==> config.mk <==
export PLATFORM = sky130hd
export DESIGN_NAME = led_status_arbiter
export DESIGN_NICKNAME = d
export VERILOG_FILES = /design/src/rtl/led_status_pkg.sv /design/src/rtl/led_tick_gen.sv /design/src/rtl/led_status_arbiter.sv
export SDC_FILE = /design/constraint.sdc
export NUM_CORES = 1
export LEC_CHECK = 0
export ABC_AREA = 1
export CAP_MARGIN = 25
export CORE_ASPECT_RATIO = 0.8
export CORE_UTILIZATION = 42
export CTS_BUF_LIST = sky130_fd_sc_hd__clkbuf_8
export CTS_CLUSTER_SIZE = 30
export DETAILED_ROUTE_END_ITERATION = 8
export PLACE_DENSITY = 0.65
export SETUP_SLACK_MARGIN = 0.3
export SYNTH_ARGS = -nofsm -noshare
export SYNTH_HDL_FRONTEND = slang
export SYNTH_HIERARCHICAL = 1
export SYNTH_SLANG_ARGS = --single-unit
==> constraint.sdc <==
create_clock -name clk -period 3.4 [get_ports clk]
set_clock_uncertainty 0.2 [all_clocks]
set_input_delay 0.51 -clock clk [delete_from_list [all_inputs] [get_ports clk]]
set_output_delay 0.51 -clock clk [all_outputs]
set_load 0.005 [all_outputs]
==> src/rtl/led_status_pkg.sv <==
// Shared types and width helpers for the board status LED arbiter.
package led_status_pkg;

    typedef enum logic [1:0] {
        SOLID = 2'd0,
        SLOW  = 2'd1,
        FAST  = 2'd2,
        BURST = 2'd3
    } mode_t;

    typedef enum logic [2:0] {
        IDLE,
        SHOW,
        BURST_ON,
        BURST_OFF,
        DONE
    } state_t;

    typedef struct packed {
        logic r;
        logic g;
        logic b;
    } rgb_t;

    localparam int OWNER_W = 2;
    localparam int COUNT_W = 4;
    localparam int LED_W   = 4;

    // Counter width able to hold 0..max_val; never narrower than one bit.
    function automatic int cnt_width(input int max_val);
        return (max_val < 1) ? 1 : $clog2(max_val + 1);
    endfunction

endpackage

==> src/rtl/led_tick_gen.sv <==
// Free-running prescaler: one-cycle tick every CLK_FREQ/TICK_HZ clock cycles.
module led_tick_gen
    import led_status_pkg::*;
#(
    parameter int CLK_FREQ = 12000000,
    parameter int TICK_HZ  = 1000
) (
    input  logic clk,
    input  logic rst_n,
    output logic tick_o
);

    localparam int TERM  = CLK_FREQ / TICK_HZ - 1;
    localparam int CNT_W = cnt_width(TERM);
    localparam logic [CNT_W-1:0] TERM_C = CNT_W'(TERM);

    if (TICK_HZ < 1 || CLK_FREQ < TICK_HZ) begin : g_bad_rate
        $error("led_tick_gen: TICK_HZ must be between 1 and CLK_FREQ");
    end

    logic [CNT_W-1:0] cnt_q, cnt_d;

    always_comb begin
        tick_o = (cnt_q == TERM_C);
        cnt_d  = tick_o ? '0 : cnt_q + CNT_W'(1);
    end

    always_ff @(posedge clk or negedge rst_n) begin
        if (!rst_n) begin
            cnt_q <= '0;
        end else begin
            cnt_q <= cnt_d;
        end
    end

endmodule

==> src/rtl/led_status_arbiter.sv <==
// Fixed-priority sharing of the status RGB LED and LED bar between requesters,
// with minimum hold time and solid / blink / counted-burst patterns.
module led_status_arbiter
    import led_status_pkg::*;
#(
    parameter int CLK_FREQ        = 12000000,
    parameter int TICK_HZ         = 1000,
    parameter int NUM_REQ         = 4,
    parameter int MIN_HOLD_TICKS  = 250,
    parameter int SLOW_HALF_TICKS = 500,
    parameter int FAST_HALF_TICKS = 100
) (
    input  logic                 clk,
    input  logic                 rst_n,
    input  logic [NUM_REQ-1:0]   req_valid_i,
    input  logic [3*NUM_REQ-1:0] req_color_i,
    input  logic [2*NUM_REQ-1:0] req_mode_i,
    input  logic [4*NUM_REQ-1:0] req_count_i,
    output logic [2:0]           rgb_o,
    output logic [3:0]           led_o,
    output logic                 busy_o,
    output logic [NUM_REQ-1:0]   done_o
);

    localparam int HALF_MAX = (SLOW_HALF_TICKS > FAST_HALF_TICKS) ? SLOW_HALF_TICKS : FAST_HALF_TICKS;
    localparam int HOLD_W   = cnt_width(MIN_HOLD_TICKS);
    localparam int HALF_W   = cnt_width(HALF_MAX);
    localparam logic [HOLD_W-1:0] HOLD_MAX  = HOLD_W'(MIN_HOLD_TICKS);
    localparam logic [HALF_W-1:0] SLOW_HALF = HALF_W'(SLOW_HALF_TICKS);
    localparam logic [HALF_W-1:0] FAST_HALF = HALF_W'(FAST_HALF_TICKS);

    if (SLOW_HALF_TICKS < 1 || FAST_HALF_TICKS < 1) begin : g_bad_half
        $error("led_status_arbiter: blink half-periods must be non-zero");
    end
    if (NUM_REQ < 2 || NUM_REQ > 4) begin : g_bad_num_req
        $error("led_status_arbiter: NUM_REQ must be 2..4");
    end

    logic tick;

    led_tick_gen #(
        .CLK_FREQ (CLK_FREQ),
        .TICK_HZ  (TICK_HZ)
    ) u_tick_gen (
        .clk    (clk),
        .rst_n  (rst_n),
        .tick_o (tick)
    );

    state_t               state_q, state_d;
    logic [OWNER_W-1:0]   owner_q, owner_d;
    rgb_t                 color_q, color_d;
    mode_t                mode_q, mode_d;
    logic [COUNT_W-1:0]   count_q, count_d;
    logic [HOLD_W-1:0]    hold_q, hold_d;
    logic [HALF_W-1:0]    half_q, half_d;
    logic                 phase_q, phase_d;
    logic [NUM_REQ-1:0]   lockout_q, lockout_d;
    rgb_t                 rgb_q, rgb_d;
    logic [LED_W-1:0]     led_q, led_d;
    logic                 busy_q, busy_d;
    logic [NUM_REQ-1:0]   done_q, done_d;

    logic [NUM_REQ-1:0]   owner_mask, arb_vec;
    logic                 any_elig;
    logic [OWNER_W-1:0]   winner;
    logic [COUNT_W-1:0]   win_count;
    logic [HALF_W-1:0]    half_inc, half_lim;
    logic                 grant;

    // While DONE, the finishing owner's lockout is not yet registered, so mask it here.
    always_comb begin
        owner_mask = NUM_REQ'(1) << owner_q;
        arb_vec    = req_valid_i & ~lockout_q;
        if (state_q == DONE) begin
            arb_vec = arb_vec & ~owner_mask;
        end
        any_elig = |arb_vec;
        winner   = '0;
        for (int k = NUM_REQ - 1; k >= 0; k--) begin
            if (arb_vec[k]) begin
                winner = OWNER_W'(k);
            end
        end
        win_count = req_count_i[COUNT_W*winner +: COUNT_W];
    end

    always_comb begin
        state_d   = state_q;
        owner_d   = owner_q;
        color_d   = color_q;
        mode_d    = mode_q;
        count_d   = count_q;
        hold_d    = hold_q;
        half_d    = half_q;
        phase_d   = phase_q;
        lockout_d = lockout_q & req_valid_i;
        done_d    = '0;
        grant     = 1'b0;
        half_inc  = half_q + HALF_W'(1);
        half_lim  = (mode_q == SLOW) ? SLOW_HALF : FAST_HALF;

        case (state_q)
            IDLE: grant = any_elig;
            SHOW: begin
                if (hold_q == HOLD_MAX &&
                    (!req_valid_i[owner_q] || (any_elig && (winner < owner_q)))) begin
                    grant = any_elig;
                    if (!any_elig) begin
                        state_d = IDLE;
                    end
                end else if (tick) begin
                    if (hold_q != HOLD_MAX) begin
                        hold_d = hold_q + HOLD_W'(1);
                    end
                    if (mode_q != SOLID) begin
                        if (half_inc == half_lim) begin
                            half_d  = '0;
                            phase_d = ~phase_q;
                        end else begin
                            half_d = half_inc;
                        end
                    end
                end
            end
            BURST_ON: begin
                if (tick) begin
                    if (half_inc == FAST_HALF) begin
                        half_d  = '0;
                        state_d = BURST_OFF;
                    end else begin
                        half_d = half_inc;
                    end
                end
            end
            BURST_OFF: begin
                if (tick) begin
                    if (half_inc == FAST_HALF) begin
                        half_d = '0;
                        if (count_q <= COUNT_W'(1)) begin
                            state_d = DONE;
                            done_d  = owner_mask;
                        end else begin
                            count_d = count_q - COUNT_W'(1);
                            state_d = BURST_ON;
                        end
                    end else begin
                        half_d = half_inc;
                    end
                end
            end
            DONE: begin
                lockout_d = (lockout_q | owner_mask) & req_valid_i;
                grant     = any_elig;
                if (!any_elig) begin
                    state_d = IDLE;
                end
            end
            default: state_d = IDLE;
        endcase

        // A fresh grant restarts every timer, so a coincident tick is not counted.
        if (grant) begin
            owner_d = winner;
            color_d = rgb_t'(req_color_i[3*winner +: 3]);
            mode_d  = mode_t'(req_mode_i[2*winner +: 2]);
            count_d = (win_count == '0) ? COUNT_W'(1) : win_count;
            hold_d  = '0;
            half_d  = '0;
            phase_d = 1'b1;
            state_d = (mode_d == BURST) ? BURST_ON : SHOW;
        end

        rgb_d = '0;
        if (state_d == BURST_ON || (state_d == SHOW && phase_d)) begin
            rgb_d = color_d;
        end
        led_d  = (state_d == IDLE) ? '0 : (LED_W'(1) << owner_d);
        busy_d = (state_d != IDLE);
    end

    always_ff @(posedge clk or negedge rst_n) begin
        if (!rst_n) begin
            state_q   <= IDLE;
            owner_q   <= '0;
            color_q   <= '0;
            mode_q    <= SOLID;
            count_q   <= '0;
            hold_q    <= '0;
            half_q    <= '0;
            phase_q   <= 1'b0;
            lockout_q <= '0;
            rgb_q     <= '0;
            led_q     <= '0;
            busy_q    <= 1'b0;
            done_q    <= '0;
        end else begin
            state_q   <= state_d;
            owner_q   <= owner_d;
            color_q   <= color_d;
            mode_q    <= mode_d;
            count_q   <= count_d;
            hold_q    <= hold_d;
            half_q    <= half_d;
            phase_q   <= phase_d;
            lockout_q <= lockout_d;
            rgb_q     <= rgb_d;
            led_q     <= led_d;
            busy_q    <= busy_d;
            done_q    <= done_d;
        end
    end

    assign rgb_o  = rgb_q;
    assign led_o  = led_q;
    assign busy_o = busy_q;
    assign done_o = done_q;

endmodule

==> metrics.md, run 1 <==
| Metric | Value |
|---|---|
| Leakage | 2.226 nW |
| Vias in the first global route | 3297 |
| Fin nets | 620 |
| Drt total wl | 8433 um |
| Root Buffer | clkbuf_8 |
| Maxcap violations | 0 |
| CTS buffer count | 9 |
| Die Span Y | 86.73 um |
| Library cells used by synthesis | 39 |
| CTS clk-pin slew, worst paths | 0.06 ns |
| Fill count | 815 |
| CTS H-tree depth | 3 |
| Wire length on met2 | 3807 um |
| Slew @ Worst Pin | 0.5266 ns |
| WL per Instance | 12.28 um |
| Yosys Warn Count | 6 |
| Most common cell type on the critical path | nand2_1 |
| Routed met3 length | 292 um |
| Tmin final | 2.802 ns |
| Vias post-DR | 3373 |
| Initial antenna violation count | 0 |
| Crit path cell chain | nor2_4 -> nand2_4 -> o21ai_1 -> nand2_1 -> a21oi_2 -> ha_1 -> nand2_1 -> nand2_1 -> nand2_2 -> nand3_1 -> nand2_1 -> nand2_4 -> nand2_1 -> nand2_4 -> nor3_4 -> nor2_1 |
| Routability Congestion | 0.8293 |
| Layout overhead on the synthesized area | 23.87% |
| Post-synthesis sequential area ratio | 41.17% |
| Largest net degree at the start of global routing | 37 |
| PortBufs | 53 |
| Routed Antenna Nets | 0 |
| Fin crit share | 82.42% |
| Hold Crit Class | reg -> reg |
| Io pins | 54 |
| CTS tree | yes |
| Worst rel slew slack | 64.52% |
| Clock Path Buffers | 2 |
| Power density cells | 335.5 nW/um2 |
| WP data arrival | 2.82 ns |
| Chip width | 107.9 um |
| Total congestion overflow | 0 |
| Syn nets | 557 |
| Worst-path fanout max | 14 |
| Core ar. | 8596 um2 |
| Setup crit end kind | register |
| M1 wire length | 4241 um |
| Detail Placement HPWL | 6599 um |
| DR iter-0 viols | 137 |
| Clock latency on the worst-skew pair | 0.34 ns |
| Most frequent cells in the layout | 95 x nand2_1, 84 x nor2_1, 78 x inv_1 |
| CP required | 3.42 ns |
| Inserted Diodes | 0 |
| Max Clock Freq | 0.3569 GHz |
| Post-layout util | 54.31% |
| Setup_tns | 0 ns |
| Mapped cell area | 3769 um2 |
| Sum of buffers and inverters on the critical path | 0 |
| Post-CTS Setup Repair Bufs | 0 |
| Commonest non-fill, non-tap cell in the layout | nand2_1 |
| Outcome | complete, no violations |
| CP max stage cell | dfrtp_1 |
| DRC viols | 0 |
| First-pass GRT wire length | 14350 um |
| Layout cells sized above 1 | 10.43% |
| Vias/cell | 4.910 |
| Final Max Tran Viols | 0 |
| #FFs+latches synth | 62 |
| DR top layer | met4 |
| RSZ-0062 raised after global routing | false |
| Final hold viol count | 0 |
| Worst IR Drop VDD | 0.2259 mV |
| Critical Path Max Stage Delay | 0.44 ns |
| Cell count after synthesis | 507 |
| Final setup vio count | 0 |
| Syn Area/Cell | 7.433 um2 |
| TritonCTS sink count | 62 |
| DIE AREA | 9358 um2 |
| Critical path class | reg -> reg |
| DRT Pass-1 Iters | 4 |
| GR Util All Layers | 19.51% |
| Initial core utilization | 43.84% |
| CP Launch Type | register |
| Critical path's top delay family | simple AND/OR/NAND/NOR gates |
| Row count | 30 |
==> logic make-up (layout without fill, tap and decap cells) <==
group                      after synthesis  in the layout  synth area share [%]
DFF                                     62             62                 41.17
and+or+nand+nor                        264            264                 32.24
buffers and inverters                   87            155                 9.296
xor gates and xnor gates                15             15                 3.486
adders and majority gates                8              8                 2.656
AOI/OAI and AO/OA                       71             71                 11.16
==> per-layer routing <==
| layer | global-route usage, % | vias to the layer above |
|---|---|---|
| li1 | - | 1735 |
| met1 | 26.28 | 1580 |
| met5 | 0 | - |
| met3 | 5.639 | 9 |
| met4 | 6.102 | 0 |
| met2 | 30.30 | 49 |
==> report_power, final <==
part / leakage [nW] / internal [W] / switching, W
Sequential: 0.737 / 0.000738 / 0.0000000000000000000298
Combinational: 1.37 / 0.0000650 / 0.0000576
Clock: 0.119 / 0.000425 / 0.000281
==> worst paths after layout <==
kind / startpoint / end / slack (ns) / cells past startpoint
worst min register to register: lockout_q[0] / lockout_q[0] / 0.30 / 1
worst max register to register: state_q[0] / led_o[1] / 0.60 / 16
max in group asynchronous: rst_n / lockout_q[2] / 1.87 / 4
worst max-delay path: state_q[0] / led_o[1] / 0.60 / 16
min in group asynchronous: rst_n / hold_q[2] / 0.38 / 2
worst min-delay path: lockout_q[0] / lockout_q[0] / 0.30 / 1
==> cell usage after synthesis <==
master    number  area [um2]
buf_2          4       20.02
dfrtp_1       62        1551
a21oi_2        1       8.760
xor2_1        12       105.1
o22ai_1        5       31.28
nor2_2         6       37.54
o32a_1         2       20.02
o32ai_1        1       8.760
xnor2_1        3       26.28
a31oi_1        1       6.260
o21ai_2        2       17.52
buf_6          2       22.52
nor3_2         2       20.02
o31ai_1        1       7.510
clkinv_1       1       3.750
nor3_1         4       20.02
buf_4          1       7.510
ha_1           8       100.1
nor4_1         1       6.260
nor2_4         5       56.30
a21oi_1       10       50.05
nor3_4         1       16.27
nand3_2        1       10.01
nand2_4        2       22.52
nand3_1       35       175.2
o21ai_0       34       170.2
o21ai_1        6       30.03
nand2_1       96       360.4
inv_1         76       285.3
o21ai_4        1       16.27
nor2_1        84       315.3
o221ai_1       1       8.760
o21a_1         4       30.03
nand4_1       11       68.82
nand4_2        1       12.51
o211ai_1       2       15.01
nand2_2       13       81.33
or2_0          2       12.51
inv_2          3       11.26
==> per-stage QoR <==
stage                     setup WS, ns  std cells  hold slack (ns)  total power (W)  area (um2)
after floorplan                 0.7446        507          0.01441        0.0007999        3769
after detailed placement        0.2084        670           0.2220        0.0008743        4434
final                           0.5977        687           0.3045         0.001566        4668
after global routing            0.3523        687           0.3385         0.001635        4668
after CTS                       0.5039        687           0.3083         0.001590        4659
after global placement          0.3102        669           0.2845        0.0008704        4414
==> cell type report <==
class | count | area, um2 | share of cell area [%]
multi-input combinational | 358 | 1874 | 40.15
sequential | 62 | 1553 | 33.26
timing repair buffer | 59 | 585.6 | 12.54
inverter | 80 | 300.3 | 6.433
tap | 112 | 140.1 | 3.002
clock buffer | 10 | 137.6 | 2.948
clock inverter | 6 | 77.57 | 1.662
==> flip-flops by register name (all words and copies together) (netlist names), 3 cells and up <==
signal            count
color_q               3
state_q               3
rgb_o                 3
done_o                4
hold_q                8
u_tick_gen/cnt_q     14
count_q               4
led_o                 4
lockout_q             4
half_q                9
==> what timing repair did <==
item,in CTS,in global routing
endpoints found under the hold margin,12,0
resized for setup,0,3
hold buffers,1,0
endpoints found under the setup margin,0,9
==> worst reg2reg max path: stages, from the launching register on <==
cell	delay (ns)
dfrtp_1	0.44
nor2_4	0.19
nand2_4	0.10
o21ai_1	0.17
nand2_1	0.12
a21oi_2	0.16
ha_1	0.25
nand2_1	0.06
nand2_1	0.05
nand2_2	0.09
nand3_1	0.07
nand2_1	0.13
nand2_4	0.14
nand2_1	0.16
nand2_4	0.08
nor3_4	0.19
nor2_1	0.08
Note: power is estimated with default switching activity, not from simulation.
==> run 2, diff against run 1 <==
--- a/config.mk
+++ b/config.mk
@@ -12,7 +12,7 @@
 export CTS_BUF_LIST = sky130_fd_sc_hd__clkbuf_8
 export CTS_CLUSTER_SIZE = 30
 export DETAILED_ROUTE_END_ITERATION = 8
-export PLACE_DENSITY = 0.65
+export PLACE_DENSITY = 0.68
 export SETUP_SLACK_MARGIN = 0.3
 export SYNTH_ARGS = -nofsm -noshare
 export SYNTH_HDL_FRONTEND = slang
==> constraint.sdc (replaced) <==
create_clock -name clk -period 2.4 [get_ports clk]
set_clock_uncertainty 0.2 [all_clocks]
set_input_delay 0.36 -clock clk [delete_from_list [all_inputs] [get_ports clk]]
set_output_delay 0.36 -clock clk [all_outputs]
set_load 0.005 [all_outputs]
==> metrics.md, run 2 (synthesis gave the netlist of run 1 again) <==
| Metric | Value |
|---|---|
| Initial core utilization | 43.84% (unchanged) |
| Clock share of power | 43.9% (was 45.1%) |
| Worst rel slew slack | 55.19% (was 64.52%) |
| Maxcap violations | 0 (unchanged) |
| WP data arrival | 2.63 ns (was 2.82 ns) |
| Inserted Diodes | 0 (unchanged) |
| GR Util All Layers | 20.81% (was 19.51%) |
| Setup crit end kind | register (unchanged) |
| PortBufs | 53 (unchanged) |
| Area of the multi-input gates | 2177 um2 (was 1874 um2) |
| Total congestion overflow | 0 (unchanged) |
| CP required | 2.46 ns (was 3.42 ns) |
| Switching part of the total | 21.76% (was 21.63%) |
| Worst R2R End | hold_q[3] (was led_o[1]) |
| Fill count | 724 (was 815) |
| Failing checks | setup timing |
| Hold Crit Class | reg -> reg (unchanged) |
| Post-route cell area | 5628 um2 (was 4668 um2) |
| DRC viols | 0 (unchanged) |
| Initial antenna violation count | 0 (unchanged) |
| CTS clk-pin slew, worst paths | 0.07 ns (was 0.06 ns) |
| Final Max Tran Viols | 0 (unchanged) |
| Cell Count, Final, Fillers Out | 764 (was 687) |
| Layout cells sized above 1 | 29.60% (was 10.43%) |
| Routability Congestion | 0.8793 (was 0.8293) |
| Critical Path End | hold_q[3] (was led_o[1]) |
| Fin nets | 697 (was 620) |
| Leakage | 2.641 nW (was 2.226 nW) |
| CTS buffer count | 9 (unchanged) |
| Reg area | 1554 um2 (was 1553 um2) |
| DR iter-0 viols | 136 (was 137) |
| Critical path class | reg -> reg (unchanged) |
| Inst Count DP | 729 (was 670) |
| Most frequent cells in the layout | 81 x nand2_1, 74 x nor2_1, 72 x inv_1 (was 95 x nand2_1, 84 x nor2_1, 78 x inv_1) |
| Core ar. | 8596 um2 (unchanged) |
| Final Worst Setup Slack | -0.1732 ns (was 0.5977 ns) |
| Switching power | 0.0004939 W (was 0.0003388 W) |
| TritonCTS sink count | 62 (unchanged) |
| Largest net degree at the start of global routing | 63 (was 37) |
| Io pins | 54 (unchanged) |
| CTS tree | yes (unchanged) |
| Outcome | complete, but fails checks (was complete, no violations) |
| Clock Path Buffers | 2 (unchanged) |
| Vias post-DR | 3748 (was 3373) |
| DRT Pass-1 Iters | 5 (was 4) |
| CP max stage cell | dfrtp_1 (unchanged) |
| Detail Placement HPWL | 6828 um (was 6599 um) |
| Hold depth | 1 (unchanged) |
| Crit path cell chain | nor2_4 -> nand2_4 -> o21ai_4 -> buf_4 -> nand2_1 -> nor2_4 -> buf_6 -> clkinvlp_4 -> nand4_4 -> nand2_4 -> buf_12 -> buf_6 -> clkbuf_16 -> nor3_1 (was nor2_4 -> nand2_4 -> o21ai_1 -> nand2_1 -> a21oi_2 -> ha_1 -> nand2_1 -> nand2_1 -> nand2_2 -> nand3_1 -> nand2_1 -> nand2_4 -> nand2_1 -> nand2_4 -> nor3_4 -> nor2_1) |
| P_int | 0.001776 W (was 0.001227 W) |
| Layout overhead on the synthesized area | 49.34% (was 23.87%) |
| DIE AREA | 9358 um2 (unchanged) |
| First-pass GRT wire length | 15300 um (was 14350 um) |
| Final setup vio count | 34 (was 0) |
| Min Hold Slack | 0.2975 ns (was 0.3045 ns) |
| Commonest non-fill, non-tap cell in the layout | nand2_1 (unchanged) |
| Tmin final | 2.573 ns (was 2.802 ns) |
| R2r startpoint | state_q[0] (unchanged) |
| Max Clock Freq | 0.3886 GHz (was 0.3569 GHz) |
| Critical Path Max Stage Delay | 0.41 ns (was 0.44 ns) |
| Worst IR Drop VDD | 0.3753 mV (was 0.2259 mV) |
| R2R depth | 14 (was 16) |
| WL per Instance | 12.57 um (was 12.28 um) |
| Die Span Y | 86.73 um (unchanged) |
| Power density cells | 403.2 nW/um2 (was 335.5 nW/um2) |
| Drt total wl | 9600 um (was 8433 um) |
| Max FFs per register | 14 (unchanged) |
| Final hold viol count | 0 (unchanged) |
| Reg with most FFs | u_tick_gen/cnt_q (unchanged) |
| Reg power frac | 46.0% (was 47.1%) |
| DP Area | 4930 um2 (was 4434 um2) |
| Root Buffer | clkbuf_8 (unchanged) |
| Crit. Startpoint | state_q[0] (unchanged) |
| Combinational share of power | 10.1% (was 7.8%) |
| Chip width | 107.9 um (unchanged) |
| CTS H-tree depth | 3 (unchanged) |
| Worst-path fanout max | 4 (was 14) |
| Fin crit share | 107.2% (was 82.42%) |
| RSZ-0062 raised after global routing | true (was false) |
| Biggest regs | u_tick_gen/cnt_q (14), half_q (9), hold_q (8) (unchanged) |
| Vias/cell | 4.906 (was 4.910) |
| Clock latency on the worst-skew pair | 0.34 ns (about the same) |
| Slew @ Worst Pin | 0.6651 ns (was 0.5266 ns) |
| Routed Antenna Nets | 0 (unchanged) |
| Worst reg2reg setup slack | -0.17 ns (was 0.60 ns) |
| Row count | 30 (unchanged) |
| CP Launch Type | register (unchanged) |
| Vias in the first global route | 3518 (was 3297) |
[run 2: cell types whose count changed in the layout (fill, tap and decap cells not counted), moves of 9 or more]
cell,before,now
buf_4,4,69
buf_6,0,9
nand2_1,95,81
nor2_1,84,74
o21ai_0,34,22
[run 2: worst min path at each step]
stage                       startpoint             endpoint  slack (ns)
after CTS                 lockout_q[0]         lockout_q[0]        0.30
after global routing      lockout_q[0]         lockout_q[0]        0.31
after global placement           rst_n  u_tick_gen/cnt_q[7]        0.20
final                     lockout_q[1]         lockout_q[1]        0.30
after detailed placement         rst_n  u_tick_gen/cnt_q[7]        0.20
after floorplan                  rst_n               busy_o       -0.14
[run 2: final cells by class]
class | instances | share of cell area (%)
Tap cell | 112 | 2.490
Inverter | 80 | 5.447
Sequential cell | 62 | 27.61
Multi-Input combinational cell | 358 | 38.68
Clock buffer | 10 | 2.446
Timing Repair Buffer | 136 | 21.94
Clock inverter | 6 | 1.378
[run 2: worst max-delay path: cells and delay by family, from the launching register on]
family,cells,cell delay (ns)
simple gates,7,0.90
flops,1,0.41
buf+inv,6,0.77
compound gates,1,0.19
[run 2: power groups by stage]
stage	combinational, W	clock, W	sequential (W)
global route	0.000251	0.00107	0.00104
finish	0.000229	0.000995	0.00104
floorplan	0.0000738	0	0.00106
global placement	0.000202	0	0.00106
detailed placement	0.000204	0	0.00106
CTS	0.000215	0.00103	0.00104
[run 2: repair_timing]
item | in CTS | in global routing
pin swaps | 12 | 17
endpoints found under the setup margin | 43 | 44
cloned | 0 | 2
endpoints found under the hold margin | 62 | 0
hold buffers | 1 | 0
gates resized for setup | 28 | 59
setup buffers | 5 | 11
[run 2: stage by stage]
step                      utilization, %  setup WS (ns)  TNS, ns  power, W
after floorplan                        -        -0.1420   -2.054  0.001139
after global placement             57.35        -0.3825   -11.06  0.001267
after detailed placement           57.35        -0.4556   -13.09  0.001269
after CTS                          61.72        -0.1212   -1.729  0.002290
after global routing               65.47        -0.3345   -9.695  0.002367
final                              65.47        -0.1732   -3.538  0.002269
[run 2: metal layers]
metal | part of all wire, % | vias to the layer above | global-route usage (%)
met5 | 0 | - | 0
met4 | 0.89 | 0 | 6.227
met3 | 2.8 | 8 | 4.812
met2 | 49 | 45 | 34.09
met1 | 48 | 1803 | 27.45
li1 | - | 1892 | -
